## src/rtl/mem_wb_pipeline_reg.sv

```systemverilog
// MEM/WB pipeline register: captures the result byte lanes, destination addresses and
// write enables, and keeps a one-deep history copy plus a retired-instruction counter.
module mem_wb_pipeline_reg #(
  parameter int DATA_W     = 8,
  parameter int REG_ADDR_W = 5,
  parameter int CNT_W      = 16
) (
  input  logic                  clock,
  input  logic                  reset_n,
  input  logic                  stall,
  input  logic                  flush,
  input  logic [DATA_W-1:0]     data_top_in,
  input  logic [DATA_W-1:0]     data_bot_in,
  input  logic [REG_ADDR_W-1:0] rd_top_in,
  input  logic [REG_ADDR_W-1:0] rd_bot_in,
  input  logic                  we_top_in,
  input  logic                  we_bot_in,
  input  logic                  valid_in,
  output logic [DATA_W-1:0]     mem_wb_top,
  output logic [DATA_W-1:0]     mem_wb_bot,
  output logic [DATA_W-1:0]     mem_wb_tm1_top,
  output logic [DATA_W-1:0]     mem_wb_tm1_bot,
  output logic [REG_ADDR_W-1:0] rd_top,
  output logic [REG_ADDR_W-1:0] rd_bot,
  output logic                  we_top,
  output logic                  we_bot,
  output logic                  valid,
  output logic                  tm1_valid,
  output logic                  wr_collision,
  output logic [CNT_W-1:0]      retire_count
);

  logic [DATA_W-1:0]     r_top, r_bot, r_tm1Top, r_tm1Bot;
  logic [REG_ADDR_W-1:0] r_rdTop, r_rdBot;
  logic                  r_weTop, r_weBot, r_valid, r_tm1Valid, r_collision;
  logic [CNT_W-1:0]      r_retireCount;

  logic w_advance;
  logic w_dup;

  // A flush forces the stage to move even while stalled so the bubble is inserted.
  assign w_advance = ~stall | flush;
  assign w_dup     = we_top_in & we_bot_in & (rd_top_in == rd_bot_in);

  always_ff @(posedge clock or negedge reset_n) begin
    if (!reset_n) begin
      r_top         <= '0;
      r_bot         <= '0;
      r_tm1Top      <= '0;
      r_tm1Bot      <= '0;
      r_rdTop       <= '0;
      r_rdBot       <= '0;
      r_weTop       <= 1'b0;
      r_weBot       <= 1'b0;
      r_valid       <= 1'b0;
      r_tm1Valid    <= 1'b0;
      r_collision   <= 1'b0;
      r_retireCount <= '0;
    end else if (w_advance) begin
      r_tm1Top   <= r_top;
      r_tm1Bot   <= r_bot;
      r_tm1Valid <= r_valid;
      if (r_valid) begin
        r_retireCount <= r_retireCount + CNT_W'(1);
      end
      if (flush) begin
        r_top       <= '0;
        r_bot       <= '0;
        r_rdTop     <= '0;
        r_rdBot     <= '0;
        r_weTop     <= 1'b0;
        r_weBot     <= 1'b0;
        r_valid     <= 1'b0;
        r_collision <= 1'b0;
      end else begin
        // Top lane wins a same-address dual write; the bottom enable is suppressed.
        r_top       <= data_top_in;
        r_bot       <= data_bot_in;
        r_rdTop     <= rd_top_in;
        r_rdBot     <= rd_bot_in;
        r_weTop     <= we_top_in & valid_in;
        r_weBot     <= we_bot_in & valid_in & ~w_dup;
        r_valid     <= valid_in;
        r_collision <= w_dup & valid_in;
      end
    end
  end

  assign mem_wb_top     = r_top;
  assign mem_wb_bot     = r_bot;
  assign mem_wb_tm1_top = r_tm1Top;
  assign mem_wb_tm1_bot = r_tm1Bot;
  assign rd_top         = r_rdTop;
  assign rd_bot         = r_rdBot;
  assign we_top         = r_weTop;
  assign we_bot         = r_weBot;
  assign valid          = r_valid;
  assign tm1_valid      = r_tm1Valid;
  assign wr_collision   = r_collision;
  assign retire_count   = r_retireCount;

endmodule

```

## config.mk

```make
export PLATFORM = sky130hd
export DESIGN_NAME = mem_wb_pipeline_reg
export DESIGN_NICKNAME = d
export VERILOG_FILES = /design/src/rtl/mem_wb_pipeline_reg.sv
export SDC_FILE = /design/constraint.sdc
export NUM_CORES = 1
export LEC_CHECK = 0
export CORE_MARGIN = 5
export CORE_UTILIZATION = 40
export DETAILED_ROUTE_END_ITERATION = 16
export GPL_TIMING_DRIVEN = 0
export HOLD_SLACK_MARGIN = 0.06
export MAX_ROUTING_LAYER = met4
export PLACE_DENSITY = 0.76
export REMOVE_ABC_BUFFERS = 1
export SLEW_MARGIN = 20
export SYNTH_ARGS = -nofsm -noshare
export SYNTH_HDL_FRONTEND = slang
export SYNTH_SLANG_ARGS = --single-unit
```

## constraint.sdc

```tcl
create_clock -name clock -period 1.2 [get_ports clock]
set_input_delay 0.36 -clock clock [delete_from_list [all_inputs] [get_ports clock]]
set_output_delay 0.36 -clock clock [all_outputs]
set_load 0.03 [all_outputs]
```

==> results.ini, run 1 <==
[global_route]
grt_max_degree = 36
grt_overflow_total = 0
grtUsageTotal = 0.1839
first_global_vias = 2438
antenna_found_initial = 0
grt_pass1_wl_um = 11970

[detailed_routing]
wl_met1_um = 3091
wl_per_cell_um = 15.33
vias = 2335
dr.max_layer_used = met4
detail-route-antenna-nets = 0
wl_met2_um = 3754
drcViolationCount = 0
first_pass_iters = 4
wl_met3_um = 433
drtIter0Drc = 63
wirelength_um = 7403
vias_per_cell = 4.834

[clock_tree]
cts.clk_slew.worst_paths_ns = 0.08
cts_tree = yes
clk-insertion-delay-late_ns = 0.34
root_buffer = clkbuf_8
cts_max_level = 3
clock-sinks = 63
cts_buffers = 9
cts.path.max_buffers = 2

[layout]
seqCellArea_sq_um = 1580
final_nets = 435
most-common-layout-cells = buf_4 (62), buf_6 (62), dfrtp_1 (60), nand2_1 (58), nor2_1 (32)
multi_input_area_sq_um = 1050
areaGrowthSynthToFinish_pct = 70.63
design_area_sq_um = 4492
num_antenna_cells = 0
drive_gt1_frac = 0.3966
nFillCells = 484

[timing]
worst_pin_slew_ns = 0.5056
fin_setup_tns_ns = -4.551
slew_headroom = 0.6614
grt_setup_unrepaired = yes
finalSetupViolations = 74
period_share = 1.165
min_period_ns = 1.398
finClkSkew_ns = 0.01346
hold_viol_final = 0
layout_setup_ws_ns = -0.1975
fmax_mhz = 715.5
maxSlewViolCount = 0

[floorplanning]
rows = 29
chipWidth_um = 91.13
coreArea_sq_um = 6386
ioPinCount = 96
die_y_um = 91.13
die_area_sq_um = 8304
start_util = 0.4122

[pwr]
p_leak_nw = 2.344
power-per-cell-area_nw_per_um2 = 1421
peakVddDrop_v = 0.001356
power_mw = 6.385

[synth]
synth_area_sq_um = 2633
ys_ff_latch = 63
ys_types = 25
yosys_warnings = 0
yosysSeqAreaShare = 0.5989
synth_cells = 242
synth_area_per_cell_sq_um = 10.88

[hold_path]
min_path_type = in2reg
hold_depth = 2
min_from = flush
holdPathEnd = mem_wb_bot[7]

[worst_setup_path]
crit_path_start = retire_count[1]
cpPeakStageDelay_ns = 0.38
rrSetupSlack_ns = -0.20
r2r_end = retire_count[10]
crit_arrival_ns = 1.63
crit_buf_inv = 0
worstRegToRegCells = 5
worst_setup_path_start_kind = flip-flop
worst_setup_path_end_kind = flip-flop
cp_slowest_cell = dfrtp_1
path_delay_family = simple AND/OR/NAND/NOR gates
critical_path_required_ns = 1.43
path_class = reg2reg
rr_startpoint = retire_count[1]
crit_chain = ha_2 > nand2_4 > nor4_4 > nand4_1 > xnor2_1
worstPathMaxFanout = 4

[run_status]
violations = setup timing
status = finished with violations

[placed_design]
place_congestion = 0.7131
io_buffers = 95
place_hpwl_um = 4401
dp_slack_ns = -1.245
place_area_sq_um = 3657

[job]
maxCapViolations = 0

==> repair_timing <==
action,CTS,global route
setup buffers,42,17
cloned,2,0
setup endpoints to repair,98,89
hold buffers,1,0
resized for setup,444,12
hold endpoints to repair,28,0
pin swaps,5,6
==> worst max-delay path by stage <==
stage | end | slack (ns) | cells past startpoint
after floorplan | retire_count[10] | -0.38 | 5
after global placement | retire_count[1] | -2.67 | 4
after detailed placement | retire_count[11] | -1.25 | 5
after CTS | retire_count[10] | -0.18 | 5
after global routing | retire_count[10] | -0.29 | 4
final | retire_count[10] | -0.20 | 5
==> cell families after synthesis <==
logic type | share of synthesized area
AND/OR/NAND/NOR | 0.1963
flip-flops | 0.5989
multiplexers | 0.1069
XOR/XNOR | 0.06654
buffers and inverters | 0.01901
AO/OA/AOI/OAI | 0.007601
adder cells (fa/ha/maj) | 0.004752
==> power by group <==
| part | total, mW | switching, mW | internal [mW] |
|---|---|---|---|
| Clock | 2.05 | 0.881 | 1.17 |
| Sequential | 2.51 | 0.194 | 2.32 |
| Combinational | 1.82 | 0.891 | 0.927 |
| Total | 6.38 | 1.97 | 4.42 |
==> metrics by stage <==
stage | std cells | utilization | hold WS, ns
after floorplan | 231 | - | 0.06441
after global placement | 403 | 0.5684 | 0.4495
after detailed placement | 405 | 0.5727 | 0.3132
after CTS | 466 | 0.6785 | 0.4304
after global routing | 483 | 0.7034 | 0.4376
final | 483 | 0.7034 | 0.4383
==> cell type report <==
| class | instances | share of cell area |
|---|---|---|
| Tap cell | 77 | 0.02145 |
| Timing Repair Buffer | 158 | 0.3437 |
| Clock buffer | 9 | 0.02758 |
| Multi-Input combinational cell | 169 | 0.2337 |
| Sequential cell | 63 | 0.3518 |
| Clock inverter | 7 | 0.02173 |
==> cell usage after synthesis <==
master    number  share of area
buf_4          1         0.0029
xor2_1         7          0.023
buf_2          4         0.0076
o21ai_0        1         0.0019
nand4_2        1         0.0048
mux2_2         1         0.0043
nor3_1         1         0.0019
nand3_1        7          0.013
clkbuf_1       6         0.0086
or2_1          1         0.0024
a21oi_1        1         0.0019
a32o_1         1         0.0038
xnor2_1       13          0.043
ha_1           1         0.0048
mux2i_1       27           0.10
nor2b_2        1         0.0033
nor2_1        34          0.048
nor4_4         1         0.0081
nand2b_1       1         0.0024
nor3_2         2         0.0076
and3_1         3         0.0071
and4_1         2         0.0067
dfrtp_1       63           0.60
nand2_1       60          0.086
nand4_1        2         0.0048
==> per-layer routing <==
metal,vias up,global-route usage
li1,1108,-
met1,1131,0.2190
met2,83,0.3011
met3,13,0.04876
met4,0,0.06479
met5,-,-
==> sequential cells by signal (all words and copies together), names as in the netlist, 5 cells and up <==
name,count
mem_wb_bot,8
mem_wb_tm1_bot,8
mem_wb_tm1_top,8
mem_wb_top,8
rd_bot,5
rd_top,5
retire_count,16
Note: power is estimated with default switching activity, not from simulation.
==> inputs of run 2 (changes only) <==
--- a/config.mk
+++ b/config.mk
@@ -5,8 +5,9 @@
 export SDC_FILE = /design/constraint.sdc
 export NUM_CORES = 1
 export LEC_CHECK = 0
-export CORE_MARGIN = 5
+export CORE_MARGIN = 1
 export CORE_UTILIZATION = 40
+export CTS_BUF_LIST = sky130_fd_sc_hd__clkbuf_8 sky130_fd_sc_hd__clkbuf_16
 export DETAILED_ROUTE_END_ITERATION = 16
 export GPL_TIMING_DRIVEN = 0
 export HOLD_SLACK_MARGIN = 0.06
==> run 2 against run 1 <==
  * The run still ends with setup timing left
  * Fmax grew 1.4%
  * Register-to-register slack gained 0.04 ns
  * Count of clock-buffer cells in the layout grew 3
  * Routed wire length shrank 6.7%
  * Die area shrank 17%
==> results.ini, run 2 (synthesis gave the netlist of run 1 again) <==
[layout]
areaGrowthSynthToFinish_pct = 73.76
largest_reg_flops = 16  ; unchanged
final_nets = 441  ; +1.4%
num_antenna_cells = 0  ; unchanged
stdcell_count = 489  ; +1.2%
design_area_sq_um = 4574  ; +1.8%
most-common-layout-cells = buf_4 (66), buf_6 (66), nand2_1 (58), dfrtp_1 (58), nor2_1 (31)
drive_gt1_frac = 0.4199  ; +0.02335

[timing]
finalSetupViolations = 74  ; unchanged
min_period_ns = 1.379  ; -0.01880 ns
fmax_mhz = 725.3  ; +1.4%
layout_setup_ws_ns = -0.1787  ; +0.01880 ns
period_share = 1.149  ; -0.01567
finClkSkew_ns = 0.006357  ; -0.007106 ns
grt_setup_unrepaired = yes
maxSlewViolCount = 0  ; unchanged
hold_viol_final = 0  ; unchanged
worst_pin_slew_ns = 0.6134  ; +0.1078 ns
slew_headroom = 0.5892  ; -0.07221

[worst_setup_path]
path_class = reg2out
crit_arrival_ns = 1.02  ; -0.61 ns
cpPeakStageDelay_ns = 0.41  ; +0.03 ns
crit_chain = buf_4 > buf_6
path_delay_family = flip-flops
worst_setup_path_start_kind = flip-flop
critical_path_required_ns = 0.84  ; -0.59 ns
worst_setup_path_end_kind = output pin
worstPathMaxFanout = 4  ; unchanged
crit_buf_inv = 2  ; +2
cp_slowest_cell = dfrtp_1

[pwr]
p_leak_nw = 2.440  ; +4.1%
peakVddDrop_v = 0.001316  ; -2.9%
p_sw_mw = 1.881  ; -4.4%
pwr-share-comb = 0.293  ; +0.008
p_seq_frac = 0.402  ; +0.008
p_sw_frac = 0.2994  ; -0.008551
power-per-cell-area_nw_per_um2 = 1373  ; -3.4%
internal-power_mw = 4.400  ; -0.41%
clkPwrFrac = 0.305  ; -0.017

[detailed_routing]
wirelength_um = 6909  ; -6.7%
first_pass_iters = 4  ; unchanged
wl_per_cell_um = 14.13  ; -7.8%
vias = 2316  ; -0.81%
vias_per_cell = 4.736  ; -2.0%
drcViolationCount = 0  ; unchanged
drtIter0Drc = 95  ; +51%
detail-route-antenna-nets = 0  ; unchanged

[placed_design]
dp_slack_ns = -1.314  ; -0.06867 ns
place_area_sq_um = 3657  ; unchanged
io_buffers = 95  ; unchanged
place_hpwl_um = 3958  ; -10%
dp.cells = 405  ; unchanged
place_congestion = 0.7619  ; +6.8%

[global_route]
antenna_found_initial = 0  ; unchanged
first_global_vias = 2331  ; -4.4%
grt_max_degree = 36  ; unchanged
grt_pass1_wl_um = 11090  ; -7.4%
grt_overflow_total = 0  ; unchanged
grtUsageTotal = 0.2108  ; +0.02687

[floorplanning]
ioPinCount = 96  ; unchanged
die_area_sq_um = 6910  ; -17%
chipWidth_um = 83.13  ; -8.8%
start_util = 0.4146  ; +0.002356
rows = 29  ; unchanged
die_y_um = 83.13  ; -8.8%
coreArea_sq_um = 6350  ; -0.57%

[clock_tree]
cts.clk_slew.worst_paths_ns = 0.07  ; about the same
cts_buffers = 9  ; unchanged
clk-insertion-delay-late_ns = 0.33  ; about the same
root_buffer = clkbuf_8
cts_max_level = 3  ; unchanged
clock-sinks = 63  ; unchanged
cts.path.max_buffers = 2  ; unchanged
cts_tree = yes

[hold_path]
min_path_type = in2reg

[run_status]
status = finished with violations
violations = setup timing

[job]
maxCapViolations = 0  ; unchanged

[run 2: cell types whose count changed in the layout (fill, tap and decap cells not counted), moves of 2 or more]
cell             before  now
buf_6                62   66
clkinv_4              2    0
clkbuf_8              9   12
dlymetal6s2s_1        0    6
nand3_1               7    5
clkdlybuf4s50_1      29   23
dfrtp_1              60   58
buf_4                62   66
clkinvlp_4            2    0
nand3_2               0    2
dfrtp_2               3    5
[run 2: layout make-up]
cell class | instances | area [sq um]
clock buffers | 12 | 165.2
clock inverters | 4 | 43.79
fillers | 493 | 1775
multi-input cells | 169 | 1092
flip-flops and latches | 63 | 1583
well taps | 77 | 96.34
repair buffers | 164 | 1594
[run 2: worst reg2reg max path, cell delays in order (launching register included)]
cell and delay (ns):
dfrtp_1 0.40, ha_2 0.22, nand2_4 0.07, nor4_4 0.24
nand4_1 0.17, xnor2_1 0.15
[run 2: path summary, 6_finish.rpt]
path	from	end	slack, ns	cells past startpoint
setup / recovery	retire_count[0]	retire_count[0]	-0.18	2
hold / removal	rd_bot_in[4]	rd_bot[4]	0.35	3
setup reg to reg	retire_count[0]	retire_count[10]	-0.16	5
hold reg to reg	mem_wb_tm1_bot[6]	mem_wb_tm1_bot[6]	0.50	2
max in group asynchronous	reset_n	retire_count[6]	0.16	3
min in group asynchronous	reset_n	mem_wb_tm1_top[2]	0.51	2
[run 2: timing repair]
item	4_1_cts	5_1_grt
gates cloned	1	0
resized for setup	450	26
buffers inserted	42	24
hold buffers	1	0
endpoints found under the setup margin	98	78
pin swaps	6	7
hold endpoints to repair	28	0
[run 2: per-stage QoR]
step / hold WS (ns) / TNS (ns) / power [mW] / util
3_5_place_dp: 0.3135 / -45.72 / 3.863 / 0.5760
4_1_cts: 0.4315 / -3.745 / 6.022 / 0.6788
2_1_floorplan: 0.06441 / -3.370 / 3.175 / -
5_1_grt: 0.3727 / -7.262 / 6.549 / 0.7204
6_report: 0.3507 / -3.859 / 6.281 / 0.7204
3_3_place_gp: 0.4485 / -278.24 / 3.820 / 0.5716
[run 2: power groups by stage]
stage | Combinational (mW) | Clock, mW | Sequential, mW
finish | 1.84 | 1.92 | 2.52
global route | 1.96 | 2.04 | 2.55
CTS | 1.56 | 1.94 | 2.52
detailed placement | 1.32 | 0 | 2.55
global placement | 1.29 | 0 | 2.53
floorplan | 0.289 | 0 | 2.89
[run 2: per-layer routing]
metal | share of wire | global-route usage
met4 | 0.012 | 0.06113
met1 | 0.43 | 0.2612
met3 | 0.046 | 0.06163
met2 | 0.51 | 0.3368
met5 | 0 | -
